[config.mk]
export PLATFORM = sky130hd
export DESIGN_NAME = rtc_bus_cycle_flat
export DESIGN_NICKNAME = d
export VERILOG_FILES = /design/src/rtl/rtc_bus_cycle_if.sv /design/src/rtl/rtc_bus_cycle.sv /design/src/flat_wrapper.sv
export SDC_FILE = /design/constraint.sdc
export NUM_CORES = 1
export LEC_CHECK = 0
export CAP_MARGIN = 20
export CORE_MARGIN = 4
export CORE_UTILIZATION = 52
export CTS_CLUSTER_DIAMETER = 200
export DETAILED_ROUTE_END_ITERATION = 10
export GPL_ROUTABILITY_DRIVEN = 0
export GPL_TIMING_DRIVEN = 0
export PLACE_DENSITY = 0.84
export SLEW_MARGIN = 20
export SYNTH_ARGS = -nofsm -noshare
export SYNTH_HDL_FRONTEND = slang
export SYNTH_SLANG_ARGS = --single-unit
[constraint.sdc]
create_clock -name CLK -period 3.38 [get_ports CLK]
set_input_delay 0.507 -clock CLK [delete_from_list [all_inputs] [get_ports CLK]]
set_output_delay 0.507 -clock CLK [all_outputs]
set_load 0.1 [all_outputs]
[src/rtl/rtc_bus_cycle_if.sv]
// Purpose: request/response and external-bus signal bundle for the RTC bus-cycle generator.
// Latency: none, this file only declares wires.
// Backpressure: none; a request made while busy is dropped by the generator.
//
// Signals
//   start, rw, addr, wdata : single-cycle request from the RTC controller FSM
//   busy, done, rdata      : cycle status and read result returned to the controller
//   AD_n, CS_n, RD_n, WR_n : active-low strobes to the RTC chip
//   bus_out, bus_oe        : value and enable for the multiplexed address/data pad
//   bus_in                 : value read back from the pad
//
// Modports
//   slave  : the bus-cycle generator's view
//   master : the controller/pad view, used by whoever drives requests and bus_in

interface rtc_bus_cycle_if;
  logic       start;
  logic       rw;
  logic [7:0] addr;
  logic [7:0] wdata;
  logic [7:0] bus_in;
  logic       busy;
  logic       done;
  logic [7:0] rdata;
  logic       AD_n;
  logic       CS_n;
  logic       RD_n;
  logic       WR_n;
  logic [7:0] bus_out;
  logic       bus_oe;

  modport slave (
    input  start, rw, addr, wdata, bus_in,
    output busy, done, rdata, AD_n, CS_n, RD_n, WR_n, bus_out, bus_oe
  );

  modport master (
    output start, rw, addr, wdata, bus_in,
    input  busy, done, rdata, AD_n, CS_n, RD_n, WR_n, bus_out, bus_oe
  );
endinterface

[src/rtl/rtc_bus_cycle.sv]
// Purpose: turns a one-cycle read/write request into the RTC chip's address-strobe / data-strobe sequence.
// Latency: strobes start the cycle after start; done pulses 2*T_STROBE + 2*T_GAP + 1 cycles after start.
// Backpressure: busy is high for the whole sequence; start seen while busy is dropped, never queued.
//
// Ports
//   CLK    : system clock, rising edge
//   Reset  : synchronous, active-high
//   rtc    : rtc_bus_cycle_if.slave (request in, status/read data out, chip strobes and pad drive)
//
// Every output is a flop. The pin values for the state being entered are computed from that
// state (and the captured rw) and loaded on the same edge that makes the state change.

module rtc_bus_cycle #(
  parameter int unsigned T_STROBE = 4,  // cycles each strobe phase is held low, 1..255
  parameter int unsigned T_GAP    = 2   // recovery cycles after each strobe phase, 1..255
) (
  input logic          CLK,
  input logic          Reset,
  rtc_bus_cycle_if.slave rtc
);

  typedef enum logic [2:0] {
    IDLE  = 3'd0,
    A_STB = 3'd1,
    A_GAP = 3'd2,
    D_STB = 3'd3,
    D_GAP = 3'd4
  } state_t;

  // Request captured with start; later changes on the request inputs are ignored.
  typedef struct packed {
    logic       rw;
    logic [7:0] addr;
    logic [7:0] wdata;
  } req_t;

  // Chip control pins plus pad enable, kept together so a phase sets them in one assignment.
  typedef struct packed {
    logic ad_n;
    logic cs_n;
    logic rd_n;
    logic wr_n;
    logic oe;
  } pins_t;

  // Terminal counts: a phase ends on the cycle where cnt equals its length minus one.
  localparam logic [7:0] STB_LAST = 8'(T_STROBE - 1);
  localparam logic [7:0] GAP_LAST = 8'(T_GAP - 1);

  localparam pins_t PINS_IDLE = '{ad_n: 1'b1, cs_n: 1'b1, rd_n: 1'b1, wr_n: 1'b1, oe: 1'b0};

  state_t     state;
  req_t       req;
  pins_t      pins;
  logic [7:0] cnt;
  logic [7:0] bus_out;
  logic [7:0] rdata;
  logic       busy;
  logic       done;

  // Pin pattern for each phase. WR_n is low in the address phase as well as in a write data
  // phase; RD_n only ever goes low in a read data phase, so the two are never low together
  // and AD_n is never low alongside RD_n. A read leaves the pad undriven for the whole data
  // half of the cycle so the chip can turn the bus around.
  function automatic pins_t pins_for(state_t s, logic rd);
    pins_t p;
    p = PINS_IDLE;
    case (s)
      A_STB:   p = '{ad_n: 1'b0, cs_n: 1'b0, rd_n: 1'b1, wr_n: 1'b0, oe: 1'b1};
      A_GAP:   p = '{ad_n: 1'b1, cs_n: 1'b1, rd_n: 1'b1, wr_n: 1'b1, oe: 1'b1};
      D_STB:   p = rd ? '{ad_n: 1'b1, cs_n: 1'b0, rd_n: 1'b0, wr_n: 1'b1, oe: 1'b0}
                      : '{ad_n: 1'b1, cs_n: 1'b0, rd_n: 1'b1, wr_n: 1'b0, oe: 1'b1};
      D_GAP:   p = '{ad_n: 1'b1, cs_n: 1'b1, rd_n: 1'b1, wr_n: 1'b1, oe: ~rd};
      default: p = PINS_IDLE;
    endcase
    return p;
  endfunction

  always_ff @(posedge CLK) begin
    if (Reset) begin
      state   <= IDLE;
      req     <= '0;
      pins    <= PINS_IDLE;
      cnt     <= 8'd0;
      bus_out <= 8'h00;
      rdata   <= 8'h00;
      busy    <= 1'b0;
      done    <= 1'b0;
    end else begin
      done <= 1'b0;
      case (state)
        IDLE: begin
          // This also covers the done cycle, so back-to-back requests lose no cycle.
          if (rtc.start) begin
            req     <= '{rw: rtc.rw, addr: rtc.addr, wdata: rtc.wdata};
            state   <= A_STB;
            cnt     <= 8'd0;
            busy    <= 1'b1;
            pins    <= pins_for(A_STB, rtc.rw);
            bus_out <= rtc.addr;
          end
        end

        A_STB: begin
          if (cnt == STB_LAST) begin
            state <= A_GAP;
            cnt   <= 8'd0;
            pins  <= pins_for(A_GAP, req.rw);
            // bus_out keeps the address through the recovery gap
          end else begin
            cnt <= cnt + 8'd1;
          end
        end

        A_GAP: begin
          if (cnt == GAP_LAST) begin
            state   <= D_STB;
            cnt     <= 8'd0;
            pins    <= pins_for(D_STB, req.rw);
            bus_out <= req.rw ? 8'h00 : req.wdata;
          end else begin
            cnt <= cnt + 8'd1;
          end
        end

        D_STB: begin
          if (cnt == STB_LAST) begin
            state <= D_GAP;
            cnt   <= 8'd0;
            pins  <= pins_for(D_GAP, req.rw);
            // Read data is taken on the edge that ends the strobe, while RD_n is still low.
            if (req.rw) begin
              rdata <= rtc.bus_in;
            end
          end else begin
            cnt <= cnt + 8'd1;
          end
        end

        D_GAP: begin
          if (cnt == GAP_LAST) begin
            state   <= IDLE;
            cnt     <= 8'd0;
            pins    <= PINS_IDLE;
            bus_out <= 8'h00;
            busy    <= 1'b0;
            done    <= 1'b1;
          end else begin
            cnt <= cnt + 8'd1;
          end
        end

        default: begin
          // Unused encodings fall back to a quiet bus.
          state   <= IDLE;
          cnt     <= 8'd0;
          pins    <= PINS_IDLE;
          bus_out <= 8'h00;
          busy    <= 1'b0;
        end
      endcase
    end
  end

  assign rtc.AD_n    = pins.ad_n;
  assign rtc.CS_n    = pins.cs_n;
  assign rtc.RD_n    = pins.rd_n;
  assign rtc.WR_n    = pins.wr_n;
  assign rtc.bus_oe  = pins.oe;
  assign rtc.bus_out = bus_out;
  assign rtc.rdata   = rdata;
  assign rtc.busy    = busy;
  assign rtc.done    = done;

endmodule

[src/flat_wrapper.sv]
// flat-port wrapper written by rule: the top's interface ports become plain ports
module rtc_bus_cycle_flat 
#(
  parameter int unsigned T_STROBE = 4,                                                 
  parameter int unsigned T_GAP    = 2                                                     
)
  (CLK, Reset, rtc_start, rtc_rw, rtc_addr, rtc_wdata, rtc_bus_in, rtc_busy, rtc_done, rtc_rdata, rtc_AD_n, rtc_CS_n, rtc_RD_n, rtc_WR_n, rtc_bus_out, rtc_bus_oe);
  rtc_bus_cycle_if rtc_i ();
  input logic CLK;
  input logic Reset;
  input wire logic [$bits(rtc_i.start)-1:0] rtc_start;
  input wire logic [$bits(rtc_i.rw)-1:0] rtc_rw;
  input wire logic [$bits(rtc_i.addr)-1:0] rtc_addr;
  input wire logic [$bits(rtc_i.wdata)-1:0] rtc_wdata;
  input wire logic [$bits(rtc_i.bus_in)-1:0] rtc_bus_in;
  output wire logic [$bits(rtc_i.busy)-1:0] rtc_busy;
  output wire logic [$bits(rtc_i.done)-1:0] rtc_done;
  output wire logic [$bits(rtc_i.rdata)-1:0] rtc_rdata;
  output wire logic [$bits(rtc_i.AD_n)-1:0] rtc_AD_n;
  output wire logic [$bits(rtc_i.CS_n)-1:0] rtc_CS_n;
  output wire logic [$bits(rtc_i.RD_n)-1:0] rtc_RD_n;
  output wire logic [$bits(rtc_i.WR_n)-1:0] rtc_WR_n;
  output wire logic [$bits(rtc_i.bus_out)-1:0] rtc_bus_out;
  output wire logic [$bits(rtc_i.bus_oe)-1:0] rtc_bus_oe;
  assign rtc_i.start = rtc_start;
  assign rtc_i.rw = rtc_rw;
  assign rtc_i.addr = rtc_addr;
  assign rtc_i.wdata = rtc_wdata;
  assign rtc_i.bus_in = rtc_bus_in;
  assign rtc_busy = rtc_i.busy;
  assign rtc_done = rtc_i.done;
  assign rtc_rdata = rtc_i.rdata;
  assign rtc_AD_n = rtc_i.AD_n;
  assign rtc_CS_n = rtc_i.CS_n;
  assign rtc_RD_n = rtc_i.RD_n;
  assign rtc_WR_n = rtc_i.WR_n;
  assign rtc_bus_out = rtc_i.bus_out;
  assign rtc_bus_oe = rtc_i.bus_oe;
  rtc_bus_cycle #(.T_STROBE(T_STROBE), .T_GAP(T_GAP)) u_core (.CLK(CLK), .Reset(Reset), .rtc(rtc_i));
endmodule
==> impl_metrics.prom <==
# TYPE chip_impl_metric gauge
chip_impl_metric{name="routedWlPerCell",unit="um"} 14.63
chip_impl_metric{name="count_of_flip_flops_with_a_built_in_enable_after_synthesis",unit=""} 0
chip_impl_metric{name="synth-seq-cells",unit=""} 43
chip_impl_metric{name="synth.yosys.warnings",unit=""} 0
chip_impl_info{name="min_path_type",value="reg -> reg"} 1
chip_impl_info{name="timing_worst_setup_path_type",value="reg -> out"} 1
chip_impl_info{name="crit_family",value="buffers and inverters"} 1
chip_impl_metric{name="floorplan.die.height",unit="um"} 70.95
chip_impl_metric{name="syn-cell-area",unit="um^2"} 2061
chip_impl_metric{name="layout_worst_path_cycle_share",unit="%"} 67.52
chip_impl_metric{name="timing.critical_path.slowest_cell_delay",unit="ns"} 1.14
chip_impl_metric{name="clock-skew-final",unit="ns"} 0.006587
chip_impl_metric{name="finalSetupViolCount",unit=""} 0
chip_impl_metric{name="fin_ws",unit="ns"} 1.098
chip_impl_info{name="tritoncts",value="built"} 1
chip_impl_metric{name="max_cap_violations",unit=""} 0
chip_impl_info{name="synthTopCellsByCount",value="43 x sky130_fd_sc_hd__dfxtp_1, 29 x sky130_fd_sc_hd__nor2_1, 26 x sky130_fd_sc_hd__nand2_1"} 1
chip_impl_metric{name="boundaryPins",unit=""} 51
chip_impl_info{name="cp-end-kind",value="primary output"} 1
chip_impl_info{name="critical_path.cell_chain",value="clkdlybuf4s50_1"} 1
chip_impl_metric{name="starting_density_of_the_core",unit="%"} 55.05
chip_impl_info{name="main_flop_type_after_synthesis",value="sky130_fd_sc_hd__dfxtp_1"} 1
chip_impl_metric{name="power.density",unit="nW/um^2"} 440.6
chip_impl_metric{name="cts_clk_pin_slew_worst_paths",unit="ns"} 0.08
chip_impl_metric{name="hold_violations",unit=""} 0
chip_impl_metric{name="ys_async_sr_fraction",unit="%"} 0
chip_impl_metric{name="vdd_drop_max",unit="uV"} 330.3
chip_impl_metric{name="drt_iter0_drc",unit=""} 140
chip_impl_info{name="cp_startpoint_kind",value="flop"} 1
chip_impl_metric{name="fillers",unit=""} 320
chip_impl_metric{name="area.growth.synth_to_final",unit="%"} 32.42
chip_impl_metric{name="antenna_violating_nets_post_route",unit=""} 0
chip_impl_metric{name="leakagePower",unit="nW"} 1.116
chip_impl_metric{name="finalInstanceArea",unit="um^2"} 2729
chip_impl_metric{name="postCtsSetupRepairBufs",unit=""} 0
chip_impl_metric{name="synthesis.nets",unit=""} 258
chip_impl_metric{name="critical_path_arrival",unit="ns"} 1.78
chip_impl_info{name="netlist_top_cells_area",value="sky130_fd_sc_hd__dfxtp_1 42%, sky130_fd_sc_hd__mux2i_1 5.8%, sky130_fd_sc_hd__mux2_4 5.8%"} 1
chip_impl_metric{name="clock_latency",unit="ns"} 0.29
chip_impl_metric{name="hold_buffers",unit=""} 0
chip_impl_metric{name="required",unit="ns"} 2.87
chip_impl_metric{name="tritoncts.num_buffers",unit=""} 5
chip_impl_metric{name="max-slew-margin-rel",unit="%"} 33.90
chip_impl_metric{name="wl",unit="um"} 4872
chip_impl_metric{name="worst_slew_pin_slew",unit="ns"} 0.9884
chip_impl_metric{name="ctsResizeCount",unit=""} 0
chip_impl_info{name="synth.largest_area_cell",value="sky130_fd_sc_hd__dfxtp_1"} 1
chip_impl_metric{name="setup_tns",unit="ns"} 0
chip_impl_metric{name="place_area",unit="um^2"} 2611
chip_impl_metric{name="die_extent_in_x",unit="um"} 70.95
chip_impl_metric{name="detailedRoute.firstPassIterationCount",unit=""} 4
chip_impl_metric{name="die_outline_area",unit="um^2"} 5034
chip_impl_metric{name="final_layout_size_suffix_gt1_share",unit="%"} 9.825
chip_impl_metric{name="grt_usage",unit="%"} 19.76
chip_impl_metric{name="core_area",unit="um^2"} 3744
chip_impl_metric{name="placement.setup.worst_slack",unit="ns"} 1.106
chip_impl_metric{name="finish.net_count",unit=""} 314
chip_impl_metric{name="grt-ovfl-total",unit=""} 0
chip_impl_metric{name="diodes",unit=""} 0
chip_impl_metric{name="drc",unit=""} 0
chip_impl_metric{name="cts_sinks",unit=""} 43
chip_impl_metric{name="final_period_minus_worst_setup_slack",unit="ns"} 2.282
chip_impl_metric{name="final-max-slew-violation-count",unit=""} 0
chip_impl_metric{name="syn_avg_cell_area",unit="um^2"} 9.038
chip_impl_metric{name="ctsHtreeMaxLevel",unit=""} 2
chip_impl_info{name="most_used_standard_cell_by_instance_count_after_synthesis",value="sky130_fd_sc_hd__dfxtp_1"} 1
chip_impl_metric{name="clk_buf_depth",unit=""} 2
chip_impl_metric{name="grt_first_pass_wirelength",unit="um"} 8128
chip_impl_info{name="cts_root_buf",value="sky130_fd_sc_hd__clkbuf_8"} 1
chip_impl_metric{name="fin_hold_ws",unit="ns"} 0.4583
chip_impl_metric{name="max_freq",unit="MHz"} 438.2
chip_impl_metric{name="synth_cell_type_count",unit=""} 47
chip_impl_metric{name="vias",unit=""} 1836
chip_impl_metric{name="first_global_vias",unit=""} 1795
chip_impl_metric{name="detailedPlacementHpwl",unit="um"} 3625
chip_impl_metric{name="worst-path-buf-inv",unit=""} 1
chip_impl_info{name="outcome",value="finished clean"} 1
chip_impl_metric{name="postSynthCellCount",unit=""} 228
chip_impl_metric{name="synth.yosys.seq_area_share",unit="%"} 41.77
chip_impl_metric{name="synth.top_cell.area_share",unit="%"} 41.77
chip_impl_metric{name="port_buffers",unit=""} 49
chip_impl_metric{name="grt_antenna_before_repair",unit=""} 0
chip_impl_metric{name="detail_route.vias_per_cell",unit=""} 5.514
chip_impl_metric{name="rows",unit=""} 22
chip_impl_info{name="crit_path_top_delay_cell",value="sky130_fd_sc_hd__clkdlybuf4s50_1"} 1
chip_impl_info{name="grt_setup_unrepaired",value="no"} 1
chip_impl_metric{name="timing.critical_path.fanout_max",unit=""} 2
chip_impl_metric{name="largest_net_degree_at_the_start_of_global_routing",unit=""} 14
chip_impl_metric{name="power",unit="mW"} 1.202
where the power goes:
part           total [mW]  switching (mW)  leakage (nW)  internal, mW
combinational       0.260           0.165         0.704        0.0945
sequential          0.541          0.0125         0.351         0.528
clock               0.402           0.163        0.0612         0.239
total                1.20           0.341          1.12         0.862
worst min-delay path: cells and delay by family (launching register included):
kind	cells	cell delay, ns
AO/OA/AOI/OAI	1	0.05
flip-flops	1	0.31
AND/OR/NAND/NOR	1	0.05
worst paths after layout:
check / to / slack, ns / startpoint / depth (start not counted)
worst max-delay path: rtc_rdata[5] / 1.10 / u_core.rtc.rdata[5]$_SDFFE_PP0P_ / 1
worst min-delay path: u_core.req[1]$_SDFFE_PP0P_ / 0.46 / u_core.req[1]$_SDFFE_PP0P_ / 2
worst max register to register: u_core.rtc.bus_out[1]$_SDFFE_PP0P_ / 1.20 / u_core.cnt[0]$_SDFFE_PP0P_ / 6
worst min register to register: u_core.req[1]$_SDFFE_PP0P_ / 0.46 / u_core.req[1]$_SDFFE_PP0P_ / 2
layout make-up:
cell class | instances | area (um^2) | area share [%]
Buffer | 15 | 75.07 | 2.751
Tap cell | 48 | 60.06 | 2.201
Multi-Input combinational cell | 165 | 1106 | 40.53
Clock buffer | 6 | 82.58 | 3.026
Timing Repair Buffer | 49 | 490.5 | 17.97
Sequential cell | 43 | 860.8 | 31.55
Inverter | 5 | 18.77 | 0.6878
Clock inverter | 2 | 35.03 | 1.284
cell usage in the layout, fill, tap and decap left out, drive strengths merged, types with 5 or more instances in the layout:
cell,synthesis,layout
mux2,9,9
dfxtp,43,43
inv,5,5
clkdlybuf4s50,0,49
nor2,29,29
a21oi,15,15
clkbuf,10,16
mux2i,12,12
nand2,26,26
a22oi,8,8
nor3,10,10
buf,5,5
nor2b,8,8
state kept, by name, indices dropped and copies added (netlist names):
signal              cells
u_core.rtc.rdata        8
u_core.rtc.RD_n         1
u_core.cnt              8
u_core.rtc.AD_n         1
u_core.rtc.bus_out      8
u_core.rtc.busy         1
u_core.rtc.bus_oe       1
u_core.rtc.WR_n         1
u_core.rtc.CS_n         1
u_core.rtc.done         1
u_core.req              9
u_core.state            3
cells by family (layout without fill, tap and decap cells):
logic type | after synthesis | in the layout | synth area share (%)
fa+ha+maj | 2 | 2 | 1.214
flops | 43 | 43 | 41.77
xor+xnor | 7 | 7 | 2.975
simple gates | 95 | 95 | 24.10
mux | 21 | 21 | 12.20
buf+inv | 20 | 77 | 4.554
compound gates | 40 | 40 | 13.18
stage by stage:
| stage | utilization (%) | std cells |
|---|---|---|
| 2_1_floorplan | - | 228 |
| 3_3_place_gp | 69.75 | 325 |
| 3_5_place_dp | 69.75 | 325 |
| 4_1_cts | 72.89 | 333 |
| 5_1_grt | 72.89 | 333 |
| 6_report | 72.89 | 333 |
metal layers:
layer  vias up  GRT usage, %  part of all wire (%)  wire, um
met3         8         6.392                   6.6       323
li1        913             -                     -         -
met4         0         4.384                   1.4        68
met5         -             0                     0         0
met2        64         32.96                    49      2395
met1       851         24.96                    43      2084
(Power assumes the default switching activity.)
